File: config.mk
export PLATFORM = sky130hd
export DESIGN_NAME = parking_gate_arbiter
export DESIGN_NICKNAME = d
export VERILOG_FILES = /design/src/rtl/parking_gate_arbiter.sv
export SDC_FILE = /design/constraint.sdc
export NUM_CORES = 1
export LEC_CHECK = 0
export ABC_AREA = 1
export BUFFER_PORTS_ARGS = -buffer_cell sky130_fd_sc_hd__buf_2
export CAP_MARGIN = 20
export CORE_MARGIN = 3
export CORE_UTILIZATION = 51
export CTS_CLUSTER_SIZE = 16
export DETAILED_ROUTE_END_ITERATION = 12
export GPL_TIMING_DRIVEN = 0
export PLACE_DENSITY = 0.82
export SKIP_LAST_GASP = 1
export SYNTH_ARGS = -nofsm -noshare
export SYNTH_HDL_FRONTEND = slang
export SYNTH_SLANG_ARGS = --single-unit
export TNS_END_PERCENT = 1
File: constraint.sdc
create_clock -name clk -period 2.5 [get_ports clk]
set_input_delay 0.125 -clock clk [delete_from_list [all_inputs] [get_ports clk]]
set_output_delay 0.125 -clock clk [all_outputs]
set_load 0.005 [all_outputs]
File: src/rtl/parking_gate_arbiter.sv
// rtl/parking_gate_arbiter.sv - two-lane parking gate arbiter with keypad check, lockout and occupancy count
module parking_gate_arbiter #(
   parameter int unsigned CAPACITY    = 9,
   parameter logic [1:0]  PASS_A      = 2'b10,
   parameter logic [1:0]  PASS_B      = 2'b01,
   parameter int unsigned OPEN_CYCLES = 8,
   parameter int unsigned MAX_TRIES   = 3,
   parameter int unsigned LOCK_CYCLES = 16
) (
   input  logic       clk,
   input  logic       rst,
   input  logic       req_a,
   input  logic       req_b,
   input  logic [1:0] password,
   input  logic       pass_vld,
   input  logic       back_sensor,
   input  logic       exit_sensor,
   output logic       grant_a,
   output logic       grant_b,
   output logic       green_LED,
   output logic       red_LED,
   output logic [3:0] display_screen,
   output logic       full,
   output logic       lockout
);

   localparam int unsigned TMAX = (OPEN_CYCLES > LOCK_CYCLES) ? OPEN_CYCLES : LOCK_CYCLES;
   localparam int unsigned TW   = $clog2(TMAX + 1);
   localparam int unsigned CW   = (MAX_TRIES > 1) ? $clog2(MAX_TRIES + 1) : 1;

   localparam logic [3:0]    CAP       = 4'(CAPACITY);
   localparam logic [TW-1:0] OPEN_LOAD = TW'(OPEN_CYCLES);
   localparam logic [TW-1:0] LOCK_LOAD = TW'(LOCK_CYCLES);
   localparam logic [TW-1:0] TIMER_ONE = TW'(1);
   localparam logic [CW-1:0] TRY_LIMIT = CW'(MAX_TRIES);
   localparam logic [CW-1:0] TRY_ONE   = CW'(1);

   typedef enum logic [1:0] {
      IDLE  = 2'd0,
      CHECK = 2'd1,
      OPEN  = 2'd2,
      LOCK  = 2'd3
   } state_t;

   // lane encoding: 0 = lane A, 1 = lane B
   state_t        state, state_n;
   logic          lane, lane_n;
   logic          rr, rr_n;
   logic [TW-1:0] timer, timer_n;
   logic [CW-1:0] tries, tries_n;
   logic [3:0]    occ, occ_n;

   logic          entry;
   logic          leave;
   logic          lane_req;
   logic [1:0]    lane_code;

   logic          grant_a_n, grant_b_n, green_n, red_n, full_n, lockout_n;
   logic [3:0]    display_n;

   // next-state, occupancy and next-output decode
   always_comb begin
      state_n   = state;
      lane_n    = lane;
      rr_n      = rr;
      timer_n   = timer;
      tries_n   = tries;
      entry     = 1'b0;
      lane_req  = lane ? req_b : req_a;
      lane_code = lane ? PASS_B : PASS_A;

      case (state)
         IDLE: begin
            // grant decision uses the registered count, so an exit this cycle
            // only unblocks the gate on the following cycle
            if (occ != CAP && (req_a || req_b)) begin
               state_n = CHECK;
               tries_n = '0;
               lane_n  = (req_a && req_b) ? rr : req_b;
            end
         end
         CHECK: begin
            if (pass_vld) begin
               if (password == lane_code) begin
                  state_n = OPEN;
                  timer_n = OPEN_LOAD;
                  tries_n = '0;
               end else if (tries + TRY_ONE == TRY_LIMIT) begin
                  state_n = LOCK;
                  timer_n = LOCK_LOAD;
                  tries_n = '0;
               end else begin
                  tries_n = tries + TRY_ONE;
               end
            end else if (!lane_req) begin
               // abandon leaves the round-robin pointer where it was
               state_n = IDLE;
               tries_n = '0;
            end
         end
         OPEN: begin
            // a car passing on the last open cycle still counts
            if (back_sensor) begin
               entry   = 1'b1;
               state_n = IDLE;
               timer_n = '0;
               rr_n    = ~lane;
            end else if (timer <= TIMER_ONE) begin
               state_n = IDLE;
               timer_n = '0;
               rr_n    = ~lane;
            end else begin
               timer_n = timer - TIMER_ONE;
            end
         end
         LOCK: begin
            if (timer <= TIMER_ONE) begin
               state_n = IDLE;
               timer_n = '0;
               rr_n    = ~lane;
            end else begin
               timer_n = timer - TIMER_ONE;
            end
         end
         default: begin
            state_n = IDLE;
            timer_n = '0;
            tries_n = '0;
         end
      endcase

      leave = exit_sensor && (occ != 4'd0);
      occ_n = occ;
      if (entry && !leave) begin
         occ_n = occ + 4'd1;
      end else if (leave && !entry) begin
         occ_n = occ - 4'd1;
      end

      grant_a_n = (state_n == CHECK || state_n == OPEN) && !lane_n;
      grant_b_n = (state_n == CHECK || state_n == OPEN) && lane_n;
      green_n   = (state_n == OPEN);
      full_n    = (occ_n == CAP);
      lockout_n = (state_n == LOCK);
      red_n     = (state_n == CHECK) || (state_n == LOCK) || (state_n == IDLE && full_n);
      display_n = CAP - occ_n;
   end

   // state, counters and registered outputs
   always_ff @(posedge clk) begin
      if (rst) begin
         state          <= IDLE;
         lane           <= 1'b0;
         rr             <= 1'b0;
         timer          <= '0;
         tries          <= '0;
         occ            <= 4'd0;
         grant_a        <= 1'b0;
         grant_b        <= 1'b0;
         green_LED      <= 1'b0;
         red_LED        <= 1'b0;
         full           <= 1'b0;
         lockout        <= 1'b0;
         display_screen <= CAP;
      end else begin
         state          <= state_n;
         lane           <= lane_n;
         rr             <= rr_n;
         timer          <= timer_n;
         tries          <= tries_n;
         occ            <= occ_n;
         grant_a        <= grant_a_n;
         grant_b        <= grant_b_n;
         green_LED      <= green_n;
         red_LED        <= red_n;
         full           <= full_n;
         lockout        <= lockout_n;
         display_screen <= display_n;
      end
   end

endmodule

Word-level counts from Yosys, hierarchy flattened

Index checks and enable logic that the tools add are counted.
W data, S select, Z words.

Equal/unequal tests: 14
Reductions and logical operators: 23
$add $sub $neg: 5
Multiplexer cells: 32
Order comparisons: 1
Bitwise gates (word level): 1

Operators with widths:

| cell                  | number |
|---|---|
| $mux W2               | 13 |
| $mux W5               | 5 |
| $pmux W5 S3           | 1 |
| $eq A2 B2 Y1 const B  | 5 |
| $logic_and A1 B1 Y1   | 8 |
| $mux W1               | 8 |
| $mux W4               | 2 |
| $pmux W2 S4           | 1 |
| $ne A3 B3 Y1 const B  | 2 |
| $reduce_and A3 Y1     | 2 |
| $le A5 B1 Y1 const B  | 1 |
| $sub A5 B1 Y5 const B | 1 |
| $add A4 B1 Y4 const B | 1 |
| $eq A2 B1 Y1 const B  | 2 |
| $eq A4 B4 Y1 const B  | 1 |
| $logic_not A2 Y1      | 2 |
| $logic_or A1 B1 Y1    | 4 |
| $ne A2 B2 Y1 const B  | 2 |
| $ne A4 B4 Y1 const B  | 1 |
| $pmux W2 S2           | 1 |
| $reduce_bool A2 Y1    | 2 |
| $reduce_bool A4 Y1    | 1 |
| $sub A4 B1 Y4 const B | 1 |
| $sub A4 B4 Y4 const A | 1 |
| 6 further kinds       | 8 |

Flip-flop bits (word level): 25
Bits of input ports: 9
Word-level logic and storage cells: 89

Longest topological paths before layout

Gate-level depths: netlist of the first run.

Depth after elaboration: 9
Gate-level depth with buffers: 14

Least setup slack after synthesis of the first run

No wires, ideal clock.

Kind: register to register
Start: reg, netlist name display_screen[1]
End: reg red_LED
Period minus slack after synthesis: 1742 ps
Data required time: 2384 ps
Path slack: 758 ps
Stages on the path, launching flop included: 13
Buffers on the path: 0
Setup time: 116 ps
Arrival time: 1625 ps
Path through: dfxtp_1 -> inv_1 -> ha_1 -> nand3_1 -> o21ai_0 -> nor2_2 -> a31oi_1 -> nand2_1 -> nor2_1 -> inv_1 -> ha_1 -> o21ai_0 -> nand2_1

RTL lines:

| item                 | RTL line | source |
|---|---|---|
| to (signal assigned) | 175      | `red_LED <= red_n;` |
| to (decl)            | 21       | `output logic red_LED,` |

==> impl_metrics.toml, run 1 <==
[critical_path]
arrival_ns = 2.27
r2r-start = "display_screen[1]"
crit_fanout = 5
cp-start-kind = "register"
crit_path_start = "display_screen[1]"
endpoint_kind = "register"
r2r_end = "red_LED"
required_ns = 2.73
crit_type = "reg2reg"
rrSetupSlack_ns = 0.46
reg2regPathDepth = 12

[grt]
gr-usage-met3_pct = 3.17
busiest_layer = "met2"
grt_max_degree = 15
met2_usage_pct = 33.0
grt_use_met1_pct = 20.9
grt_usage_pct = 18.4
grt_antenna_before_repair = 0
gr-total-overflow = 0
grt_pass1_vias = 1212
grt_pass1_wl_mm = 4.84

[sta]
fin_crit_ns = 2.04
grt_setup_unrepaired = "false"
timing.fmax_ghz = 0.490
setup_viol_count_final = 0
hold_viol_final = 0
finClkSkew_ns = 0.00770
fin_setup_tns_ns = 0
final_max_slew_viol_count = 0
worst_pin_slew_ns = 0.456
timing.final.crit_share_pct = 81.6
relSlewSlack_pct = 69.6
hold_ws_ns = 0.0458

[final_layout]
nets = 227
final_util_pct = 64.5
diodes = 0
multi_input_area_sq_um = 701
seqCellArea_sq_um = 480
drive_above_1_share_pct = 17.4
area_growth_pct = 13.3
nFillCells = 219
design_area_sq_um = 1510

[floorplanning]
start_util_pct = 56.9
die_w_microns = 57.1
io_pins = 19
dieHeight_microns = 57.1
die_area_sq_um = 3260
rows = 17
fp.coreArea_sq_um = 2340

[placement]
dpl_cell_area_sq_um = 1460
routabilityCongestion = 0.887
dp_hpwl_mm = 2.17
io_buffers = 18

[route]
avgViaCountPerCell = 5.15
vias = 1211
ant_nets = 0
firstDrtPassIters = 4
wire_per_inst_microns = 11.7
wl_mm = 2.76
drtIter0Drc = 40
drc = 0

[pwr]
p_leak_nw = 0.772
power_density_nw_per_um2 = 907
p_total_w = 0.00137
max-vdd-ir-drop_v = 0.000596

[clock_tree]
cts_resized = 0
cts_tree = "yes"
cts_buffers = 3
clock_latency_ns = 0.32
clk_root_buffer_cell = "clkbuf_4"
cts_num_sinks = 24
post-cts-setup-buffer-count = 0
cts_buffer_depth = 2
cts-htree-levels = 1
cts_hold_buffers = 0
clkTransAtPathRegs_ns = 0.14

[logic_synthesis]
synthesis.area_sq_um = 1330
yosys.area_share.simple_pct = 27.1
synth_cell_types = 30
ys_warn_count = 0
synth_compound_area_share_pct = 12.9
synth_top_area_share_pct = 36.1
synthTopCellsByArea = "dfxtp_1, nand2_1, ha_1"
seq_area_frac_synth_pct = 36.1
syn_avg_cell_area_sq_um = 7.20
synth_xor_area_share_pct = 3.29
synthMuxAreaShare_pct = 0
synth_top_family_by_area = "simple AND/OR/NAND/NOR gates"
synth_ff_type = "dfxtp_1"
yosys.area.top_type = "dfxtp_1"
synthArstFlopShare_pct = 0
synthCells = 185
synthesis.nets = 204
synthAdderAreaFrac_pct = 9.40
synth-seq-cells = 24
synth-edff-count = 0

[worst_hold_path]
min_path_cells = 2
holdCritPathClass = "in2reg"
hold_start = "rst"
min_to = "grant_b"

[run_status]
outcome = "finished clean"

[run]
max_cap_violations = 0
## worst max-delay path, cell delays in order (launching register included)
cell and delay (ns):
dfxtp_1 0.37, inv_1 0.11, ha_1 0.15, nand3_1 0.11
o21ai_0 0.12, nor2_2 0.08, a31oi_1 0.15, nand2_1 0.07
nor2_1 0.23, inv_1 0.11, ha_1 0.22, o21ai_0 0.16
nand2_1 0.07
## layout by cell type (no fill, tap or decap), types with 2 or more instances in the layout
master,instances
nand2_1,36
inv_1,32
dfxtp_1,24
nor2_1,20
buf_2,18
o21ai_0,10
ha_1,10
nand3_1,9
a21oi_1,8
nor3_1,4
nand2_2,4
xor2_1,4
clkbuf_4,3
inv_2,2
o21ai_1,2
o21bai_1,2
o211ai_1,2
nor3_2,2
## cell usage after synthesis, types with 2 or more instances
library cell and n:
nand2_2 4, nor3_2 2, dfxtp_1 24, o21bai_1 2, o211ai_1 2, xor2_1 4, nor3_1 4, a21oi_1 8
nor2_1 20, o21ai_0 10, nand3_1 9, ha_1 10, o21ai_1 2, inv_1 32, nand2_1 36, inv_2 2
## flip-flops by register name, summed over array words and instances (netlist names)
signal	count
timer	5
grant_a	1
tries	2
lane	1
green_LED	1
red_LED	1
state	2
occ	3
lockout	1
grant_b	1
full	1
display_screen	4
rr	1
## routing by layer
layer,up-vias,part of all wire [%]
met5,-,0
met4,0,1.5
met3,4,4.6
met2,28,48
met1,554,46
li1,625,-
## stage by stage
step	std cells	worst slack (ns)
3_3_place_gp	231	0.546
6_report	235	0.460
5_1_grt	235	0.230
2_1_floorplan	185	0.758
4_1_cts	235	0.461
3_5_place_dp	231	0.466
## cells by family (layout without fill, tap and decap cells)
group	after synthesis	count (layout)
AOI/OAI and AO/OA	29	29
xor gates and xnor gates	5	5
adders and majority gates	10	10
buffers and inverters	37	59
DFF	24	24
and+or+nand+nor	80	80
## how the worst max path moves through the flow
stage | slack, ns | endpoint
2_1_floorplan | 0.76 | red_LED
4_1_cts | 0.46 | red_LED
3_5_place_dp | 0.47 | red_LED
6_report | 0.46 | red_LED
3_3_place_gp | 0.55 | red_LED
5_1_grt | 0.23 | red_LED
## power by group
| part | total, W | internal (W) | switching (W) |
|---|---|---|---|
| Clock | 0.000281 | 0.000162 | 0.000119 |
| Sequential | 0.000505 | 0.000454 | 0.0000514 |
| Combinational | 0.000582 | 0.000221 | 0.000360 |
## final cells by class
type,instances,area share [%]
Multi-Input combinational cell,124,46.4
Sequential cell,24,31.8
Clock inverter,1,1.99
Inverter,34,8.46
Tap cell,28,2.32
Buffer,3,1.49
Timing Repair Buffer,18,5.97
Clock buffer,3,1.49
Note: power is estimated with default switching activity, not from simulation.
==> run 2, diff against run 1 <==
Clock period 2.5 ns to 2 ns, I/O delays scaled along.
==> run 2 against run 1 <==
Against the previous run:
- sequential power up 27%
- fmax rose by 4.4%
- cell count up 2.6%
- non-clock buffer count up 6
- worst setup slack got worse by 0.41 ns
- utilization grew 3.7 points
- sequential share of layout area fell by 1.2 points
- clock skew shrank 0.0046 ns
- global-route usage is 0.14 points higher
- critical path type unchanged
- critical endpoint unchanged
- largest cell class unchanged
- largest power group unchanged
==> impl_metrics.toml, run 2 (synthesis gave the netlist of run 1 again) <==
[run_status]
outcome = "finished clean"

[grt]
grt_pass1_vias = 1230
grt_usage_pct = 18.5
gr-total-overflow = 0
grt_max_degree = 15
grt_antenna_before_repair = 0
grt_pass1_wl_mm = 4.87

[clock_tree]
cts_buffers = 3
cts_num_sinks = 24
clock_latency_ns = 0.32
clk_root_buffer_cell = "clkbuf_4"
cts-htree-levels = 1
clkTransAtPathRegs_ns = 0.14
cts_buffer_depth = 2
cts_tree = "yes"

[critical_path]
cp-start-kind = "register"
required_ns = 2.27
crit_type = "reg2reg"
arrival_ns = 2.23
crit_fanout = 5
endpoint_kind = "register"

[sta]
fin_setup_tns_ns = 0
finClkSkew_ns = 0.00306
final_max_slew_viol_count = 0
timing.final.crit_share_pct = 97.7
worst_pin_slew_ns = 0.503
setup_viol_count_final = 0
fin_crit_ns = 1.95
timing.fmax_ghz = 0.512
hold_viol_final = 0
relSlewSlack_pct = 66.4
grt_setup_unrepaired = "true"
hold_ws_ns = 0.0147

[final_layout]
largestRegisters = "timer: 5 flops, display_screen: 4 flops, occ: 3 flops"
drive_above_1_share_pct = 24.9
diodes = 0
mostFrequentLayoutCells = "nand2_1, inv_1, dfxtp_1"
area_growth_pct = 19.8
final_common_cell = "nand2_1"
top_register = "timer"
nets = 233
largest_register_ffs = 5

[route]
ant_nets = 0
wl_mm = 3.10
drtIter0Drc = 42
avgViaCountPerCell = 5.27
vias = 1269
wire_per_inst_microns = 12.9
firstDrtPassIters = 4
drc = 0

[floorplanning]
dieHeight_microns = 57.1
die_area_sq_um = 3260
io_pins = 19
die_w_microns = 57.1
start_util_pct = 56.9
rows = 17
fp.coreArea_sq_um = 2340

[pwr]
power_density_nw_per_um2 = 1210
max-vdd-ir-drop_v = 0.000819
p_leak_nw = 0.811

[run]
max_cap_violations = 0

[placement]
io_buffers = 18
dp_hpwl_mm = 2.17
routabilityCongestion = 0.887

[worst_hold_path]
holdCritPathClass = "in2reg"
run 2: cell count changes in the layout (fill, tap and decap cells not counted), sizes merged:
| cell | before | now |
|---|---|---|
| buf | 20 | 26 |
run 2: final timing paths:
kind | cells after the start | to | slack, ns | from
worst max-delay path | 14 | red_LED | 0.05 | display_screen[1]
worst min-delay path | 2 | timer[1] | 0.01 | rst
worst max register to register | 14 | red_LED | 0.05 | display_screen[1]
worst min register to register | 2 | tries[1] | 0.50 | tries[0]
run 2: area by class of cell:
class	count	area (sq um)
Clock inverter	1	30.0
Multi-Input combinational cell	124	733
Inverter	34	128
Timing Repair Buffer	24	135
Tap cell	28	35.0
Clock buffer	3	22.5
Buffer	3	22.5
Fill cell	209	744
Sequential cell	24	489
run 2: metrics by stage:
step                cell area [sq um]  setup slack, ns  instances  util (%)  power (W)
floorplan                        1330            0.258        185         -    0.00119
global placement                 1460           0.0456        231      62.2    0.00133
detailed placement               1460          -0.0337        231      62.2    0.00137
CTS                              1510           0.0424        235      64.7    0.00173
global route                     1600          -0.0977        241      68.2    0.00208
finish                           1600           0.0455        241      68.2    0.00192
run 2: what timing repair did:
action / CTS / global route
hold buffers: 0 / 0
setup endpoints to repair: 1 / 5
pin swaps: 0 / 3
gates resized for setup: 3 / 13
setup buffers: 0 / 6
run 2: where the power goes:
part           leakage, nW  internal (W)  switching (W)
logic                0.585      0.000389       0.000540
clock network       0.0279      0.000203       0.000151
registers            0.198      0.000577      0.0000639
total                0.811       0.00117       0.000755
run 2: routing by layer:
layer	vias up	global-route usage [%]	part of all wire [%]	wire length, microns
met1	595	20.9	43	1320
met5	-	0	0	0
met4	0	8.94	1.5	45
met3	6	3.17	4.3	134
met2	31	33.3	52	1600
li1	637	-	-	-
run 2: worst max-delay path: stages (launching register included):
cell,delay [ns]
dfxtp_4,0.39
inv_2,0.05
ha_1,0.21
nand2_1,0.10
nand2_2,0.09
nand2_4,0.09
inv_1,0.06
nand2_1,0.08
nand2_2,0.07
xor2_2,0.20
ha_2,0.21
inv_1,0.08
a21oi_2,0.11
nand4_1,0.09
nand2_1,0.08
